--- src/rtl/mips_ctrl_pkg.sv ---
// Shared constants, state encoding and opcode classification for the
// multi-cycle MIPS controller.
package mips_ctrl_pkg;

  localparam logic [5:0] OP_RTYPE = 6'b000000;
  localparam logic [5:0] OP_J     = 6'b000010;
  localparam logic [5:0] OP_JAL   = 6'b000011;
  localparam logic [5:0] OP_BEQ   = 6'b000100;
  localparam logic [5:0] OP_ADDI  = 6'b001000;
  localparam logic [5:0] OP_ANDI  = 6'b001100;
  localparam logic [5:0] OP_LW    = 6'b100011;
  localparam logic [5:0] OP_SW    = 6'b101011;

  localparam logic [5:0] ALU_ADD = 6'b001000;
  localparam logic [5:0] ALU_SUB = 6'b000100;

  localparam logic [1:0] PC_SRC_ALU    = 2'b00;
  localparam logic [1:0] PC_SRC_ALUOUT = 2'b01;
  localparam logic [1:0] PC_SRC_JUMP   = 2'b10;

  localparam logic [1:0] REG_DST_RT = 2'b00;
  localparam logic [1:0] REG_DST_RD = 2'b01;
  localparam logic [1:0] REG_DST_RA = 2'b10;

  localparam logic [1:0] M2R_ALUOUT = 2'b00;
  localparam logic [1:0] M2R_MDR    = 2'b01;
  localparam logic [1:0] M2R_PC     = 2'b10;

  localparam logic [1:0] ALUB_RT      = 2'b00;
  localparam logic [1:0] ALUB_FOUR    = 2'b01;
  localparam logic [1:0] ALUB_IMM     = 2'b10;
  localparam logic [1:0] ALUB_IMM_SH2 = 2'b11;

  typedef enum logic [3:0] {
    ST_FETCH,
    ST_DECODE,
    ST_EXEC,
    ST_WB_ALU,
    ST_ADDR,
    ST_MEM,
    ST_WB_MEM,
    ST_BRANCH,
    ST_JUMP,
    ST_HALT
  } state_t;

  // Unsupported opcodes map back to FETCH, which the decoder treats as illegal.
  function automatic state_t decode_next(input logic [5:0] op);
    state_t nxt;
    case (op)
      OP_RTYPE, OP_ADDI, OP_ANDI: nxt = ST_EXEC;
      OP_LW, OP_SW:               nxt = ST_ADDR;
      OP_BEQ:                     nxt = ST_BRANCH;
      OP_J, OP_JAL:               nxt = ST_JUMP;
      default:                    nxt = ST_FETCH;
    endcase
    return nxt;
  endfunction

endpackage

--- src/rtl/mem_wait_timer.sv ---
// Counts consecutive not-ready cycles of a memory access and flags the
// cycle on which the wait budget runs out.
module mem_wait_timer #(
  parameter int MEM_TIMEOUT = 16
) (
  input  logic clk,
  input  logic reset,
  input  logic active,
  input  logic ready,
  output logic expire
);

  localparam int CW = (MEM_TIMEOUT < 2) ? 1 : $clog2(MEM_TIMEOUT);
  localparam logic [CW-1:0] LAST = CW'(MEM_TIMEOUT - 1);

  logic [CW-1:0] wait_cnt_q;
  logic [CW-1:0] wait_cnt_d;

  assign expire = active && !ready && (wait_cnt_q == LAST);

  always_comb begin
    wait_cnt_d = '0;
    if (active && !ready && !expire) begin
      wait_cnt_d = wait_cnt_q + CW'(1);
    end
  end

  always_ff @(posedge clk) begin
    if (reset) begin
      wait_cnt_q <= '0;
    end else begin
      wait_cnt_q <= wait_cnt_d;
    end
  end

endmodule

--- src/rtl/multicycle_controller.sv ---
// Multi-cycle MIPS sequencer: FETCH/DECODE/EXECUTE/MEMORY/WRITEBACK with a
// timed memory handshake and a retired-instruction counter.
module multicycle_controller
  import mips_ctrl_pkg::*;
#(
  parameter int CNT_W       = 32,
  parameter int MEM_TIMEOUT = 16
) (
  input  logic             clk,
  input  logic             reset,
  input  logic [5:0]       opcode,
  input  logic             zero,
  input  logic             mem_ready,
  output logic             pc_write,
  output logic [1:0]       pc_src,
  output logic             ir_write,
  output logic             iord,
  output logic             mem_read,
  output logic             mem_write,
  output logic [1:0]       reg_dst,
  output logic [1:0]       mem_to_reg,
  output logic             reg_write,
  output logic             alu_src_a,
  output logic [1:0]       alu_src_b,
  output logic [5:0]       alu_op,
  output logic             retire,
  output logic             illegal,
  output logic             bus_error,
  output logic [CNT_W-1:0] instr_count
);

  state_t           state_q, state_d;
  logic [5:0]       op_q, op_d;
  logic [CNT_W-1:0] instr_count_q, instr_count_d;
  logic             bus_error_q, bus_error_d;
  logic             mem_wait;
  logic             expire;

  assign mem_wait = (state_q == ST_FETCH) || (state_q == ST_MEM);

  mem_wait_timer #(
    .MEM_TIMEOUT(MEM_TIMEOUT)
  ) u_timer (
    .clk   (clk),
    .reset (reset),
    .active(mem_wait),
    .ready (mem_ready),
    .expire(expire)
  );

  // Control word and next state are decoded from the current state; reset
  // forces the whole control word low so an aborted instruction writes nothing.
  always_comb begin
    state_d     = state_q;
    op_d        = op_q;
    bus_error_d = bus_error_q;
    pc_write    = 1'b0;
    pc_src      = PC_SRC_ALU;
    ir_write    = 1'b0;
    iord        = 1'b0;
    mem_read    = 1'b0;
    mem_write   = 1'b0;
    reg_dst     = REG_DST_RT;
    mem_to_reg  = M2R_ALUOUT;
    reg_write   = 1'b0;
    alu_src_a   = 1'b0;
    alu_src_b   = ALUB_RT;
    alu_op      = 6'b000000;
    retire      = 1'b0;
    illegal     = 1'b0;

    case (state_q)
      ST_FETCH: begin
        mem_read  = 1'b1;
        alu_src_b = ALUB_FOUR;
        alu_op    = ALU_ADD;
        if (mem_ready) begin
          ir_write = 1'b1;
          pc_write = 1'b1;
          state_d  = ST_DECODE;
        end else if (expire) begin
          bus_error_d = 1'b1;
          state_d     = ST_HALT;
        end
      end
      ST_DECODE: begin
        op_d      = opcode;
        alu_src_b = ALUB_IMM_SH2;
        alu_op    = ALU_ADD;
        state_d   = decode_next(opcode);
        illegal   = (decode_next(opcode) == ST_FETCH);
      end
      ST_EXEC: begin
        alu_src_a = 1'b1;
        alu_src_b = (op_q == OP_RTYPE) ? ALUB_RT : ALUB_IMM;
        alu_op    = op_q;
        state_d   = ST_WB_ALU;
      end
      ST_WB_ALU: begin
        reg_write = 1'b1;
        reg_dst   = (op_q == OP_RTYPE) ? REG_DST_RD : REG_DST_RT;
        retire    = 1'b1;
        state_d   = ST_FETCH;
      end
      ST_ADDR: begin
        alu_src_a = 1'b1;
        alu_src_b = ALUB_IMM;
        alu_op    = ALU_ADD;
        state_d   = ST_MEM;
      end
      ST_MEM: begin
        iord      = 1'b1;
        mem_read  = (op_q == OP_LW);
        mem_write = (op_q == OP_SW);
        if (mem_ready) begin
          if (op_q == OP_LW) begin
            state_d = ST_WB_MEM;
          end else begin
            retire  = 1'b1;
            state_d = ST_FETCH;
          end
        end else if (expire) begin
          bus_error_d = 1'b1;
          state_d     = ST_HALT;
        end
      end
      ST_WB_MEM: begin
        reg_write  = 1'b1;
        mem_to_reg = M2R_MDR;
        retire     = 1'b1;
        state_d    = ST_FETCH;
      end
      ST_BRANCH: begin
        alu_src_a = 1'b1;
        alu_op    = ALU_SUB;
        pc_src    = PC_SRC_ALUOUT;
        pc_write  = zero;
        retire    = 1'b1;
        state_d   = ST_FETCH;
      end
      ST_JUMP: begin
        pc_write = 1'b1;
        pc_src   = PC_SRC_JUMP;
        if (op_q == OP_JAL) begin
          reg_write  = 1'b1;
          reg_dst    = REG_DST_RA;
          mem_to_reg = M2R_PC;
        end
        retire  = 1'b1;
        state_d = ST_FETCH;
      end
      ST_HALT: begin
        state_d = ST_HALT;
      end
      default: begin
        state_d = ST_FETCH;
      end
    endcase

    if (reset) begin
      pc_write   = 1'b0;
      pc_src     = 2'b00;
      ir_write   = 1'b0;
      iord       = 1'b0;
      mem_read   = 1'b0;
      mem_write  = 1'b0;
      reg_dst    = 2'b00;
      mem_to_reg = 2'b00;
      reg_write  = 1'b0;
      alu_src_a  = 1'b0;
      alu_src_b  = 2'b00;
      alu_op     = 6'b000000;
      retire     = 1'b0;
      illegal    = 1'b0;
    end
  end

  always_comb begin
    instr_count_d = instr_count_q;
    if (retire) begin
      instr_count_d = instr_count_q + CNT_W'(1);
    end
  end

  always_ff @(posedge clk) begin
    if (reset) begin
      state_q       <= ST_FETCH;
      op_q          <= 6'b000000;
      instr_count_q <= '0;
      bus_error_q   <= 1'b0;
    end else begin
      state_q       <= state_d;
      op_q          <= op_d;
      instr_count_q <= instr_count_d;
      bus_error_q   <= bus_error_d;
    end
  end

  assign bus_error   = bus_error_q && !reset;
  assign instr_count = reset ? '0 : instr_count_q;

endmodule

--- config.mk ---
export PLATFORM = sky130hd
export DESIGN_NAME = multicycle_controller
export DESIGN_NICKNAME = d
export VERILOG_FILES = /design/src/rtl/mips_ctrl_pkg.sv /design/src/rtl/mem_wait_timer.sv /design/src/rtl/multicycle_controller.sv
export SDC_FILE = /design/constraint.sdc
export NUM_CORES = 1
export LEC_CHECK = 0
export ABC_AREA = 0
export CORE_ASPECT_RATIO = 0.75
export CORE_MARGIN = 3
export CORE_UTILIZATION = 47
export CTS_BUF_LIST = sky130_fd_sc_hd__clkbuf_8
export DETAILED_ROUTE_END_ITERATION = 6
export PLACE_DENSITY = 0.9
export SETUP_SLACK_MARGIN = 0.05
export SYNTH_ARGS = -nofsm -noshare
export SYNTH_HDL_FRONTEND = slang
export SYNTH_SLANG_ARGS = --single-unit
--- constraint.sdc ---
create_clock -name clk -period 2.1 [get_ports clk]
set_input_delay 0.42 -clock clk [delete_from_list [all_inputs] [get_ports clk]]
set_output_delay 0.42 -clock clk [all_outputs]
set_load 0.005 [all_outputs]
==> key figures <==
Synthesis
  • Seq cells post-synth: 47
  • Cells after Synth: 361
  • Synth warn: 0
  • Post-synthesis area per instance: 7.982 um2
  • FFs w/ async S/R, synth: 0%
  • Post-synthesis sequential area ratio: 32.65%
  • Mapped Area: 0.002882 mm2
  • Unique cell type count in the Yosys netlist: 56
  • Number of flops mapped to enable cells by yosys: 0
  • Top FF cell, synth: dfxtp_1
  • Syn Nets: 373

Critical path
  • Crit path DAT: 1.89 ns
  • Startpoint types: flop
  • Crit end category: output port
  • R2r setup slk: -0.16 ns
  • Crit path max fanout: 3
  • Crit path required time: 1.68 ns
  • Worst setup path class: flop to output port

Drt
  • Antenna Violating Nets Remaining: 0
  • Wire per inst: 20.70 um
  • DR iter-0 viols: 513
  • Total routed wirelength: 11970 um
  • DRC Markers: 0
  • Via density: 6.388
  • Via count: 3692
  • First-pass DRT Iterations: 5

Finish
  • Nets@finish: 511
  • ANT cells: 0
  • Commonest non-fill, non-tap cell in the layout: buf_4
  • Non-Filler Instances: 578
  • Final Core Density: 79.51%
  • Commonest cells after routing, fill and taps aside: 60 x buf_4, 41 x nor2_1, 40 x dfxtp_1
  • P&R area growth vs syn: 62.40%
  • Layout cell share with drive strength beyond 1: 38.00%

Power
  • Worst IR drop on VDD: 229.8 uV
  • Lkg Pwr: 1.821 nW
  • Power Density: 363.5 mW/mm2
  • Design Power: 1.701 mW

Floorplanning
  • Boundary Pins: 66
  • # rows: 24
  • Die Span X: 96.41 um
  • Die height: 73.81 um
  • Total die area: 0.007116 mm2
  • Placeable Area: 0.005886 mm2
  • Initial Utilization: 48.96%

STA
  • # setup viols final: 24
  • Setup TNS: -1.973 ns
  • Period utilization: 110.1%
  • Worst slew margin: 54.80%
  • Clock Skew: 0.007886 ns
  • Slew Limit Fails: 0
  • Final hold violation count: 0
  • Post-route minimum period: 2.312 ns
  • RSZ-0062 raised after global routing: yes
  • Worst-Margin Slew: 0.6728 ns
  • Max frequency: 0.4326 GHz
  • Setup slack after layout: -0.2119 ns

CTS
  • Num CTS Buffers: 5
  • Clock transition at the registers of the reported paths: 0.09 ns
  • CTS root buf: clkbuf_8
  • CTS sink count: 47
  • CTS Buffer Depth: 2
  • Clk Latency, worst-skew pair: 0.32 ns
  • Hold_buf cts: 0
  • CTS tree: done
  • CTS H-Tree Depth: 2

Global routing
  • Gr usage total: 29.46%
  • Initial antenna violation count: 0
  • Overflow after GRT: 0
  • Largest net degree at the start of global routing: 26
  • Vias in the first global route: 3343
  • First-pass GRT wire length: 16240 um

Status
  • Status: finished, violations left
  • Failing checks: setup timing

Placement
  • DP Cell Count: 541
  • PortBufs: 65
  • DP HPWL: 6332 um
  • Routability cong.: 0.9542

Flow run
  • Max Cap Viol: 0

Min path
  • Hold WC Path Type: flop to flop
-- routing by layer --
| metal | vias to the layer above | GRT usage, % | part of all wire (%) |
|---|---|---|---|
| li1 | 1562 | - | - |
| met1 | 1730 | 37.95 | 39 |
| met2 | 295 | 46.90 | 44 |
| met3 | 105 | 6.551 | 10 |
| met4 | 0 | 13.69 | 6.7 |
| met5 | - | 0 | 0 |
-- cells in the mapped netlist, drive strengths merged, types with 2 or more instances --
library cell	number	area share [%]
a21oi	26	4.5
or4	8	2.1
nand3	12	2.3
ha	2	0.87
nor4	4	0.87
dfxtp	47	33
nor3b	2	0.52
o211ai	4	1.0
or3	7	1.5
nand2b	7	1.5
nor2b	28	6.1
buf	6	1.5
o2111ai	4	1.4
and4	7	2.1
mux2	8	3.5
xor2	7	2.1
or2	3	0.65
inv	9	1.2
a2111oi	3	1.8
nand2	34	4.4
nor2	45	5.9
nor3	12	2.1
and2	6	1.3
o21ai	8	1.8
xnor2	13	4.0
clkbuf	13	1.7
nand4	3	0.65
and3	4	0.87
o31ai	5	1.3
a211oi	7	1.8
-- worst paths after layout --
check / start / endpoint / depth (start not counted)
setup reg to reg: state_q[0] / instr_count_q[26] / 7
hold reg to reg: u_timer.wait_cnt_q[0] / u_timer.wait_cnt_q[0] / 1
setup / recovery: op_q[3] / reg_write / 5
hold / removal: u_timer.wait_cnt_q[0] / u_timer.wait_cnt_q[0] / 1
-- power by group --
group / total (mW) / switching [mW] / leakage, nW / internal, mW
Clock: 0.540 / 0.315 / 0.0505 / 0.225
Sequential: 0.910 / 0.0131 / 0.384 / 0.897
Combinational: 0.252 / 0.132 / 1.39 / 0.120
-- flip-flops by register name, summed over array words and instances, names as in the netlist --
signal	flops
op_q	6
u_timer.wait_cnt_q	4
bus_error_q	1
instr_count_q	32
state_q	4
-- stage by stage --
stage | hold slack [ns] | cell area [um2] | worst slack, ns
final | 0.4708 | 4679 | -0.2119
after detailed placement | 0.4496 | 3954 | -0.3010
after global routing | 0.4958 | 4679 | -0.2459
after CTS | 0.4687 | 4451 | -0.1730
after global placement | 0.4305 | 3954 | -0.2933
after floorplan | 0.4178 | 2882 | 0.02106
-- cell type report --
type,count,area (um2)
Clock buffer,5,68.82
Tap cell,78,97.59
Timing Repair Buffer,150,1334
Inverter,9,36.28
Fill cell,338,1206
Clock inverter,3,12.51
Multi-Input combinational cell,286,2171
Sequential cell,47,959.7
-- what timing repair did --
item / 4_1_cts / 5_1_grt
pin swaps: 43 / 34
gates resized for setup: 149 / 50
buffers inserted: 19 / 11
endpoints found under the setup margin: 55 / 66
-- worst max-delay path, cell delays in order (launching register included) --
cell	delay, ns
dfxtp_2	0.33
or4_4	0.57
or2_4	0.27
o22a_1	0.17
nor2_1	0.11
buf_2	0.13
-- logic make-up (layout without fill, tap and decap cells) --
family	after synthesis	after routing	share of synthesized area, %
and+or+nand+nor	188	188	35.04
muxes	9	9	3.864
adders and majority gates	2	2	0.8683
xor gates and xnor gates	20	20	6.079
buffers and inverters	28	167	4.342
AOI/OAI and AO/OA	67	67	17.15
DFF	47	47	32.65
Power figures use the tool's default switching activity.
